<file path="config.mk">
export PLATFORM = sky130hd
export DESIGN_NAME = adc_sequencer_flat
export DESIGN_NICKNAME = d
export VERILOG_FILES = /design/src/rtl/adc_seq_pkg.sv /design/src/rtl/adc_seq_if.sv /design/src/rtl/adc_seq_fifo.sv /design/src/rtl/adc_sequencer.sv /design/src/flat_wrapper.sv
export SDC_FILE = /design/constraint.sdc
export NUM_CORES = 1
export LEC_CHECK = 0
export CAP_MARGIN = 10
export CORE_MARGIN = 2
export CORE_UTILIZATION = 35
export DETAILED_ROUTE_END_ITERATION = 8
export PLACE_DENSITY = 0.53
export REMOVE_ABC_BUFFERS = 1
export SYNTH_ARGS = -nofsm -noshare
export SYNTH_HDL_FRONTEND = slang
export SYNTH_SLANG_ARGS = --single-unit
</file>
<file path="constraint.sdc">
create_clock -name clk -period 3.3 [get_ports clk]
set_clock_uncertainty 0.15 [all_clocks]
set_input_delay 0.66 -clock clk [delete_from_list [all_inputs] [get_ports clk]]
set_output_delay 0.66 -clock clk [all_outputs]
set_load 0.1 [all_outputs]
</file>
<file path="src/rtl/adc_seq_pkg.sv">
// Shared state encoding, constants and channel-priority helpers for the ADC scan sequencer.
package adc_seq_pkg;

    localparam int AVG_W  = 3;
    localparam int MAX_CH = 32;

    typedef enum logic [1:0] {
        IDLE    = 2'd0,
        SETTLE  = 2'd1,
        CONVERT = 2'd2
    } state_e;

    function automatic int lowest_set(input logic [MAX_CH-1:0] mask);
        int idx;
        idx = 0;
        for (int i = MAX_CH - 1; i >= 0; i--) begin
            if (mask[i]) idx = i;
        end
        return idx;
    endfunction

    // Lowest set bit strictly above cur; when none exists, wraps to the lowest set bit.
    function automatic int next_chan(input logic [MAX_CH-1:0] mask, input int cur,
                                     output logic wrapped);
        int idx;
        idx = -1;
        for (int i = MAX_CH - 1; i >= 0; i--) begin
            if (i > cur && mask[i]) idx = i;
        end
        wrapped = (idx < 0);
        return wrapped ? lowest_set(mask) : idx;
    endfunction

endpackage

</file>
<file path="src/rtl/adc_seq_if.sv">
// Host-side result stream: tagged ADC results with a valid/ready handshake.
interface adc_seq_if #(
    parameter int DW = 14
) ();
    logic [DW-1:0] data_out;
    logic          data_valid_out;
    logic          data_ready_in;

    modport master (output data_out, data_valid_out, input data_ready_in);
    modport slave  (input data_out, data_valid_out, output data_ready_in);
endinterface

</file>
<file path="src/rtl/adc_seq_fifo.sv">
// First-word-fall-through result FIFO; a push while full is accepted only alongside a pop.
module adc_seq_fifo #(
    parameter int WIDTH = 14,
    parameter int DEPTH = 4
) (
    input  logic             clk,
    input  logic             rst_n,
    input  logic             push_i,
    input  logic             pop_i,
    input  logic [WIDTH-1:0] din_i,
    output logic             full_o,
    output logic             empty_o,
    output logic [WIDTH-1:0] dout_o
);
    localparam int AW = $clog2(DEPTH);

    logic [WIDTH-1:0] mem_q [DEPTH];
    logic [AW-1:0]    wr_ptr_q;
    logic [AW-1:0]    rd_ptr_q;
    logic [AW:0]      count_q;
    logic             do_push;
    logic             do_pop;

    assign empty_o = (count_q == '0);
    assign full_o  = (count_q == (AW+1)'(DEPTH));
    assign do_pop  = pop_i && !empty_o;
    assign do_push = push_i && (!full_o || do_pop);
    assign dout_o  = empty_o ? '0 : mem_q[rd_ptr_q];

    // NOTE: storage has no reset; dout_o is forced to zero while empty, so stale words never leak out.
    always_ff @(posedge clk) begin
        if (do_push) mem_q[wr_ptr_q] <= din_i;
    end

    // NOTE: sequential state uses non-blocking assignments so every register samples pre-edge values.
    always_ff @(posedge clk or negedge rst_n) begin
        if (!rst_n) begin
            wr_ptr_q <= '0;
            rd_ptr_q <= '0;
            count_q  <= '0;
        end else begin
            if (do_push) wr_ptr_q <= wr_ptr_q + AW'(1);
            if (do_pop)  rd_ptr_q <= rd_ptr_q + AW'(1);
            case ({do_push, do_pop})
                2'b10:   count_q <= count_q + (AW+1)'(1);
                2'b01:   count_q <= count_q - (AW+1)'(1);
                default: count_q <= count_q;
            endcase
        end
    end

endmodule

</file>
<file path="src/rtl/adc_sequencer.sv">
// Multi-channel scan controller: gates the SAR core per channel and queues tagged results.
module adc_sequencer
    import adc_seq_pkg::*;
#(
    parameter int MATRIX_BITS   = 12,
    parameter int NUM_CHANNELS  = 4,
    parameter int CH_BITS       = 2,
    parameter int FIFO_DEPTH    = 4,
    parameter int SETTLE_CYCLES = 2
) (
    input  logic                          clk,
    input  logic                          rst_n,
    input  logic                          start_in,
    input  logic                          stop_in,
    input  logic                          continuous_in,
    input  logic [NUM_CHANNELS-1:0]       chan_mask_in,
    input  logic [AVG_W*NUM_CHANNELS-1:0] avg_cfg_in,
    input  logic                          adc_conv_finished_in,
    input  logic [MATRIX_BITS-1:0]        adc_result_in,
    output logic                          adc_rst_n_out,
    output logic [AVG_W-1:0]              adc_avg_control_out,
    output logic [CH_BITS-1:0]            chan_sel_out,
    output logic                          busy_out,
    output logic                          overflow_out,
    adc_seq_if.master                     host
);
    localparam int DW = CH_BITS + MATRIX_BITS;
    localparam int SW = $clog2(SETTLE_CYCLES + 1);

    state_e                    state_q;
    logic [SW-1:0]             settle_q;
    logic [CH_BITS-1:0]        chan_q;
    logic [AVG_W-1:0]          avg_q;
    logic                      adc_rst_n_q;
    logic [NUM_CHANNELS-1:0]   mask_q;
    logic                      cont_q;
    logic                      ovf_q;

    logic                      push;
    logic                      fifo_full;
    logic                      fifo_empty;
    logic [DW-1:0]             fifo_dout;
    logic [CH_BITS-1:0]        start_ch;
    logic [CH_BITS-1:0]        run_ch;
    logic [CH_BITS-1:0]        load_ch;
    logic                      run_wrap;
    logic [AVG_W-1:0]          load_avg;

    // NOTE: every always_comb output gets a default first so no latch can be inferred.
    always_comb begin
        run_wrap = 1'b0;
        start_ch = CH_BITS'(lowest_set(MAX_CH'(chan_mask_in)));
        run_ch   = CH_BITS'(next_chan(MAX_CH'(mask_q), int'(chan_q), run_wrap));
        load_ch  = (state_q == IDLE) ? start_ch : run_ch;
        load_avg = avg_cfg_in[AVG_W*int'(load_ch) +: AVG_W];
    end

    // A strobe coinciding with stop_in is still captured.
    assign push = (state_q == CONVERT) && adc_conv_finished_in;

    always_ff @(posedge clk or negedge rst_n) begin
        if (!rst_n) begin
            state_q     <= IDLE;
            settle_q    <= '0;
            chan_q      <= '0;
            avg_q       <= '0;
            adc_rst_n_q <= 1'b0;
            mask_q      <= '0;
            cont_q      <= 1'b0;
            ovf_q       <= 1'b0;
        end else begin
            if (push && fifo_full && !host.data_ready_in) ovf_q <= 1'b1;
            unique case (state_q)
                IDLE: begin
                    if (start_in && (|chan_mask_in)) begin
                        mask_q   <= chan_mask_in;
                        cont_q   <= continuous_in;
                        ovf_q    <= 1'b0;
                        chan_q   <= load_ch;
                        avg_q    <= load_avg;
                        settle_q <= SW'(SETTLE_CYCLES);
                        state_q  <= SETTLE;
                    end
                end
                SETTLE: begin
                    if (stop_in) begin
                        state_q <= IDLE;
                    end else if (settle_q == SW'(1)) begin
                        state_q     <= CONVERT;
                        adc_rst_n_q <= 1'b1;
                    end else begin
                        settle_q <= settle_q - SW'(1);
                    end
                end
                CONVERT: begin
                    if (stop_in) begin
                        state_q     <= IDLE;
                        adc_rst_n_q <= 1'b0;
                    end else if (adc_conv_finished_in) begin
                        adc_rst_n_q <= 1'b0;
                        if (run_wrap && !cont_q) begin
                            state_q <= IDLE;
                        end else begin
                            chan_q   <= load_ch;
                            avg_q    <= load_avg;
                            settle_q <= SW'(SETTLE_CYCLES);
                            state_q  <= SETTLE;
                        end
                    end
                end
                default: begin
                    state_q     <= IDLE;
                    adc_rst_n_q <= 1'b0;
                end
            endcase
        end
    end

    adc_seq_fifo #(
        .WIDTH (DW),
        .DEPTH (FIFO_DEPTH)
    ) u_fifo (
        .clk     (clk),
        .rst_n   (rst_n),
        .push_i  (push),
        .pop_i   (host.data_ready_in),
        .din_i   ({chan_q, adc_result_in}),
        .full_o  (fifo_full),
        .empty_o (fifo_empty),
        .dout_o  (fifo_dout)
    );

    assign adc_rst_n_out       = adc_rst_n_q;
    assign adc_avg_control_out = avg_q;
    assign chan_sel_out        = chan_q;
    assign busy_out            = (state_q != IDLE);
    assign overflow_out        = ovf_q;
    assign host.data_out       = fifo_dout;
    assign host.data_valid_out = !fifo_empty;

endmodule

</file>
<file path="src/flat_wrapper.sv">
// flat-port wrapper written by rule: the top's interface ports become plain ports
module adc_sequencer_flat import adc_seq_pkg::*;
#(
    parameter int MATRIX_BITS   = 12,
    parameter int NUM_CHANNELS  = 4,
    parameter int CH_BITS       = 2,
    parameter int FIFO_DEPTH    = 4,
    parameter int SETTLE_CYCLES = 2
)
  (clk, rst_n, start_in, stop_in, continuous_in, chan_mask_in, avg_cfg_in, adc_conv_finished_in, adc_result_in, adc_rst_n_out, adc_avg_control_out, chan_sel_out, busy_out, overflow_out, host_data_out, host_data_valid_out, host_data_ready_in);
  adc_seq_if host_i ();
  input  logic clk;
  input  logic rst_n;
  input  logic start_in;
  input  logic stop_in;
  input  logic continuous_in;
  input  logic [NUM_CHANNELS-1:0] chan_mask_in;
  input  logic [AVG_W*NUM_CHANNELS-1:0] avg_cfg_in;
  input  logic adc_conv_finished_in;
  input  logic [MATRIX_BITS-1:0] adc_result_in;
  output logic adc_rst_n_out;
  output logic [AVG_W-1:0] adc_avg_control_out;
  output logic [CH_BITS-1:0] chan_sel_out;
  output logic busy_out;
  output logic overflow_out;
  output wire logic [$bits(host_i.data_out)-1:0] host_data_out;
  output wire logic [$bits(host_i.data_valid_out)-1:0] host_data_valid_out;
  input wire logic [$bits(host_i.data_ready_in)-1:0] host_data_ready_in;
  assign host_data_out = host_i.data_out;
  assign host_data_valid_out = host_i.data_valid_out;
  assign host_i.data_ready_in = host_data_ready_in;
  adc_sequencer #(.MATRIX_BITS(MATRIX_BITS), .NUM_CHANNELS(NUM_CHANNELS), .CH_BITS(CH_BITS), .FIFO_DEPTH(FIFO_DEPTH), .SETTLE_CYCLES(SETTLE_CYCLES)) u_core (.clk(clk), .rst_n(rst_n), .start_in(start_in), .stop_in(stop_in), .continuous_in(continuous_in), .chan_mask_in(chan_mask_in), .avg_cfg_in(avg_cfg_in), .adc_conv_finished_in(adc_conv_finished_in), .adc_result_in(adc_result_in), .adc_rst_n_out(adc_rst_n_out), .adc_avg_control_out(adc_avg_control_out), .chan_sel_out(chan_sel_out), .busy_out(busy_out), .overflow_out(overflow_out), .host(host_i));
endmodule
</file>
* Word-level counts from Yosys, hierarchy flattened
Memory sizes are Yosys's and may differ from the RTL's.
Cells that the tools add are included.
** Storage, ports and cells
- Register bits after elaboration :: 23
- Bits in writable memories :: 56
- Input port bits :: 35
- Output and inout port bits :: 23
- Memories :: 1
** Memories
- u_core.u_fifo.mem_q :: words 4, bits a word 14, read ports 1, clocked after Yosys merged registers in 0, wr ports 1, RTL line adc_seq_fifo.sv:17 : logic [WIDTH-1:0] mem_q [DEPTH];
** Operators by class
- Add/sub/neg operators :: 5
- Multiply operators :: 1
- $lt $le $gt $ge :: 4
- Equality and inequality tests :: 15
- Shift-type cells :: 1
- Mux-type cells :: 49
- Bitwise gates (word level) :: 1
- Reduce and logical (&&, ||, !) cells :: 27
** Operator list (count)
- 2-to-1 mux 32 bit :: 3
- 2-to-1 mux 2 bit :: 25
- < comparator 32 x 1 -> 1 bit (second input constant) :: 1
- indexed part select 12 x 32 -> 3 bit :: 1
- 2-to-1 mux 14 bit :: 1
- 2-to-1 mux 3 bit :: 4
- != test 2 bit (second input constant) :: 6
- one-hot mux 2 bit (3 select lines) :: 2
- one-hot mux 3 bit (2 select lines) :: 2
- logical AND 1 bit :: 10
- 2-to-1 mux 1 bit :: 10
- AND reduction 7 bit :: 1
- == test 2 x 1 -> 1 bit (second input constant) :: 3
- nonzero test 2 bit :: 3
- AND reduction 5 bit :: 1
- adder 2 x 1 -> 2 bit (second input constant) :: 2
- == test 2 bit (second input constant) :: 2
- > comparator 2 bit (first input constant) :: 2
- logical NOT 1 bit :: 4
- multiplier 2 x 2 -> 4 bit (first input constant) :: 1
- one-hot mux 2 bit (2 select lines) :: 1
- AND reduction 4 bit :: 1
- OR reduction 4 bit :: 1
- adder 3 x 1 -> 3 bit (second input constant) :: 1
- other kinds (15) :: 15

* Depth between registers and ports, before layout
- Depth after elaboration :: 14
- Mapped depth :: 8
- Gate-level depth less buffers :: 7

* Cells and area by module
From an unflattened synthesis, not the netlist that was laid out.
** Second synthesis, totals
- Cells, all modules :: 223
- Area total of the unflattened synthesis :: 3519.6 um^2
** By module, submodules not included
- adc_seq_fifo :: times used 1, cells an instance 127, area each 2552.4 um^2, seq. area each 1856.8 um^2
- adc_sequencer :: times used 1, cells an instance 96, area each 967.2 um^2, seq. area each 400.4 um^2

* Least setup slack after synthesis
No wires, ideal clock.
- Path type :: reg-to-output
- Start point :: register u_core.u_fifo.rd_ptr_q[0]
- End point :: output host_data_out[10]
- Data arrival time :: 2.428 ns
- Required time :: 2.490 ns
- Setup slack :: 0.062 ns
- Cell stages (with the launch flop) :: 5
- Cells stage by stage :: dfrtp_1 buf_2 buf_2 mux4_2 nor2b_1
** On the way
- Cells in the longest elaborated chain, start to end :: 2
** RTL lines
- start: declaration :: RTL line adc_seq_fifo.sv:19 : logic [AW-1:0] rd_ptr_q;
- start signal: assignment :: RTL line adc_seq_fifo.sv:43 : if (do_pop) rd_ptr_q <= rd_ptr_q + AW'(1);
- memory (4 x 14 bit)
- 2-to-1 mux 14 bit :: RTL line adc_seq_fifo.sv:28 : assign dout_o = empty_o ? '0 : mem_q[rd_ptr_q];
- end: declaration :: RTL line flat_wrapper.sv:26 : output wire logic [$bits(host_i.data_out)-1:0] host_data_out;
Every way passes these cells.

* Final worst setup path
- Start point :: register u_core.u_fifo.rd_ptr_q[0]
- End point :: output host_data_out[2]
The elaborated chain is that of the path after synthesis.

==> metrics.md <==
| Metric | Value |
|---|---|
| Status | `finished clean` |
| # nets final | `339` |
| DR WL/cell | `15.3 um` |
| Slew Limit Headroom | `50.2%` |
| Worst-Skew Late Latency | `0.35 ns` |
| Tot GR Track Use | `13.0%` |
| IO Count | `58` |
| Mapped Cells | `229` |
| Clk sinks | `79` |
| Postcts setup bufs | `0` |
| Drt total wl | `6.65 mm` |
| Cts hold-fix bufs | `0` |
| Core area | `9770 sq um` |
| Final setup margin | `0.674 ns` |
| Initial antenna violation count | `0` |
| Least-Margin Pin Slew | `0.747 ns` |
| Deepest clock path buffer count | `2` |
| Arrival time at the worst endpoint | `1.82 ns` |
| DRT Pass-1 Iters | `4` |
| CTS Root Cell | `clkbuf_8` |
| Fin. Hold Viols | `0` |
| CP Capture Type | `primary output` |
| EDFF count, synth | `56` |
| H-tree depth | `3` |
| First-pass GRT wire length | `10.9 mm` |
| RD Place Congestion | `0.737` |
| Number of buffers created by CTS | `9` |
| Setup slack at placement | `0.336 ns` |
| Worst hold slack | `0.343 ns` |
| Top FF cell, synth | `edfxtp_1` |
| Post-synthesis cell type count | `50` |
| DR iter-0 viols | `118` |
| FF+latch area | `2260 sq um` |
| DRT antenna net count | `0` |
| Final Slew Violations | `0` |
| Routed vias | `2097` |
| IO Port Bufs | `57` |
| Crit start category | `register` |
| Starting Density | `36.0%` |
| Min Clock Period, post-route | `2.63 ns` |
| Area grow syn2layout | `31.8%` |
| Layout cells sized above 1 | `25.7%` |
| Reg clk slew, reported paths | `0.09 ns` |
| CTS tree | `built` |
| Routed vias/inst | `4.81` |
| Most common cell after layout, fill and taps aside | `edfxtp_1` |
| Max-cap viol count | `0` |
| ANT cells | `0` |
| Asr flop ratio synth | `29.1%` |
| Hold crit path type | `register to register` |
| Setup Crit Path Kind | `register to primary output` |
| Final period util | `79.6%` |
| Post-CTS sizing | `0` |
| Filler Cell Count | `888` |
| Gr ovfl total | `0` |
| Post-synthesis sequential area ratio | `64.1%` |
| Die H | `104 um` |
| Die Wd | `104 um` |
| Footprint of the multi-input gates | `1190 sq um` |
| Fmax | `0.381 GHz` |
| Synth Warn # | `0` |
| Most frequent cells in the layout | `56 x edfxtp_1, 34 x clkdlybuf4s50_1, 23 x dfrtp_1, 18 x nor2b_1, 17 x buf_4` |
| #FFs+latches synth | `79` |
| RSZ-0062 raised after global routing | `false` |
| CP Max Fanout | `9` |
| Largest net degree at the start of global routing | `24` |
| # rows | `36` |
| Syn avg cell area | `15.4 sq um` |
| DRC viols | `0` |
| DPL Wire Length | `4.65 mm` |
| Vias in the first global route | `2087` |
| Worst path required time | `2.49 ns` |
| Area of the mapped netlist | `3520 sq um` |
| Final setup viols | `0` |
| Die footprint | `10900 sq um` |
==> metrics by stage <==
stage	utilization [%]	instances	TNS, ns	area [sq um]
2_1_floorplan	-	222	-0.361	3480
3_3_place_gp	45.1	420	0	4400
3_5_place_dp	45.1	420	0	4400
4_1_cts	47.5	436	0	4640
5_1_grt	47.5	436	0	4640
6_report	47.5	436	0	4640
==> per-layer routing <==
| layer | track usage (%) | share of wire (%) |
|---|---|---|
| met5 | 0 | 0 |
| met4 | 4.92 | 0.96 |
| met3 | 3.82 | 4.3 |
| met2 | 20.3 | 48 |
| met1 | 17.2 | 47 |
==> layout make-up <==
type / count / share of cell area [%]
inverters: 10 / 0.836
multi-input cells: 133 / 25.7
well taps: 133 / 3.59
clock inverters: 7 / 2.37
repair buffers: 65 / 16.1
clock buffers: 9 / 2.67
flip-flops and latches: 79 / 48.7
==> Yosys cell counts (5+ instances only) <==
| master | instances | share of area [%] |
|---|---|---|
| inv_1 | 9 | 0.96 |
| dfrtp_1 | 23 | 16 |
| nor2b_1 | 18 | 3.2 |
| xnor2_1 | 5 | 1.2 |
| ha_1 | 5 | 1.8 |
| nor2_1 | 14 | 1.5 |
| mux4_2 | 14 | 9.0 |
| mux2_2 | 5 | 1.6 |
| o21ai_0 | 8 | 1.1 |
| edfxtp_1 | 56 | 48 |
| nand2_1 | 8 | 0.85 |
| a211oi_1 | 5 | 1.1 |
==> logic make-up (layout without fill, tap and decap cells) <==
kind of cell	count (synthesis)	after routing	share of synthesized area, %
simple gates	67	67	11.1
buf+inv	17	91	2.10
compound gates	31	31	7.15
fa+ha+maj	6	6	2.35
xor+xnor	6	6	1.49
mux	23	23	11.7
flops	79	79	64.1
==> flip-flops by register name, indices dropped and copies added (netlist names) <==
register	cells
u_core.adc_rst_n_out	1
u_core.overflow_out	1
u_core.u_fifo.count_q	3
u_core.cont_q	1
u_core.u_fifo.rd_ptr_q	2
u_core.chan_sel_out	2
u_core.u_fifo.mem_q	56
u_core.settle_q	2
u_core.u_fifo.wr_ptr_q	2
u_core.state_q	2
u_core.mask_q	4
u_core.adc_avg_control_out	3
==> worst max-delay path, stage by stage, from the launching register on <==
cell and delay [ns]:
dfrtp_1 0.35, buf_4 0.23, mux4_2 0.53, nor2b_1 0.18, buf_12 0.18
==> worst paths after layout <==
| check | startpoint | endpoint | slack, ns | cells after the start |
|---|---|---|---|---|
| max | u_core.u_fifo.rd_ptr_q[0]$_DFFE_PN0P_ | host_data_out[2] | 0.67 | 4 |
| min | u_core.settle_q[0]$_DFFE_PN0P_ | u_core.settle_q[0]$_DFFE_PN0P_ | 0.34 | 1 |
| max reg2reg | u_core.u_fifo.count_q[1]$_DFFE_PN0P_ | u_core.u_fifo.count_q[2]$_DFFE_PN0P_ | 0.98 | 8 |
| min reg2reg | u_core.settle_q[0]$_DFFE_PN0P_ | u_core.settle_q[0]$_DFFE_PN0P_ | 0.34 | 1 |
| max in group asynchronous | rst_n | u_core.chan_sel_out[1]$_DFFE_PN0P_ | 2.24 | 2 |
| min in group asynchronous | rst_n | u_core.mask_q[1]$_DFFE_PN0P_ | 0.50 | 2 |
Power is not shown: default switching activity piles up to over one toggle a cycle in this logic, so the estimate is an artifact.
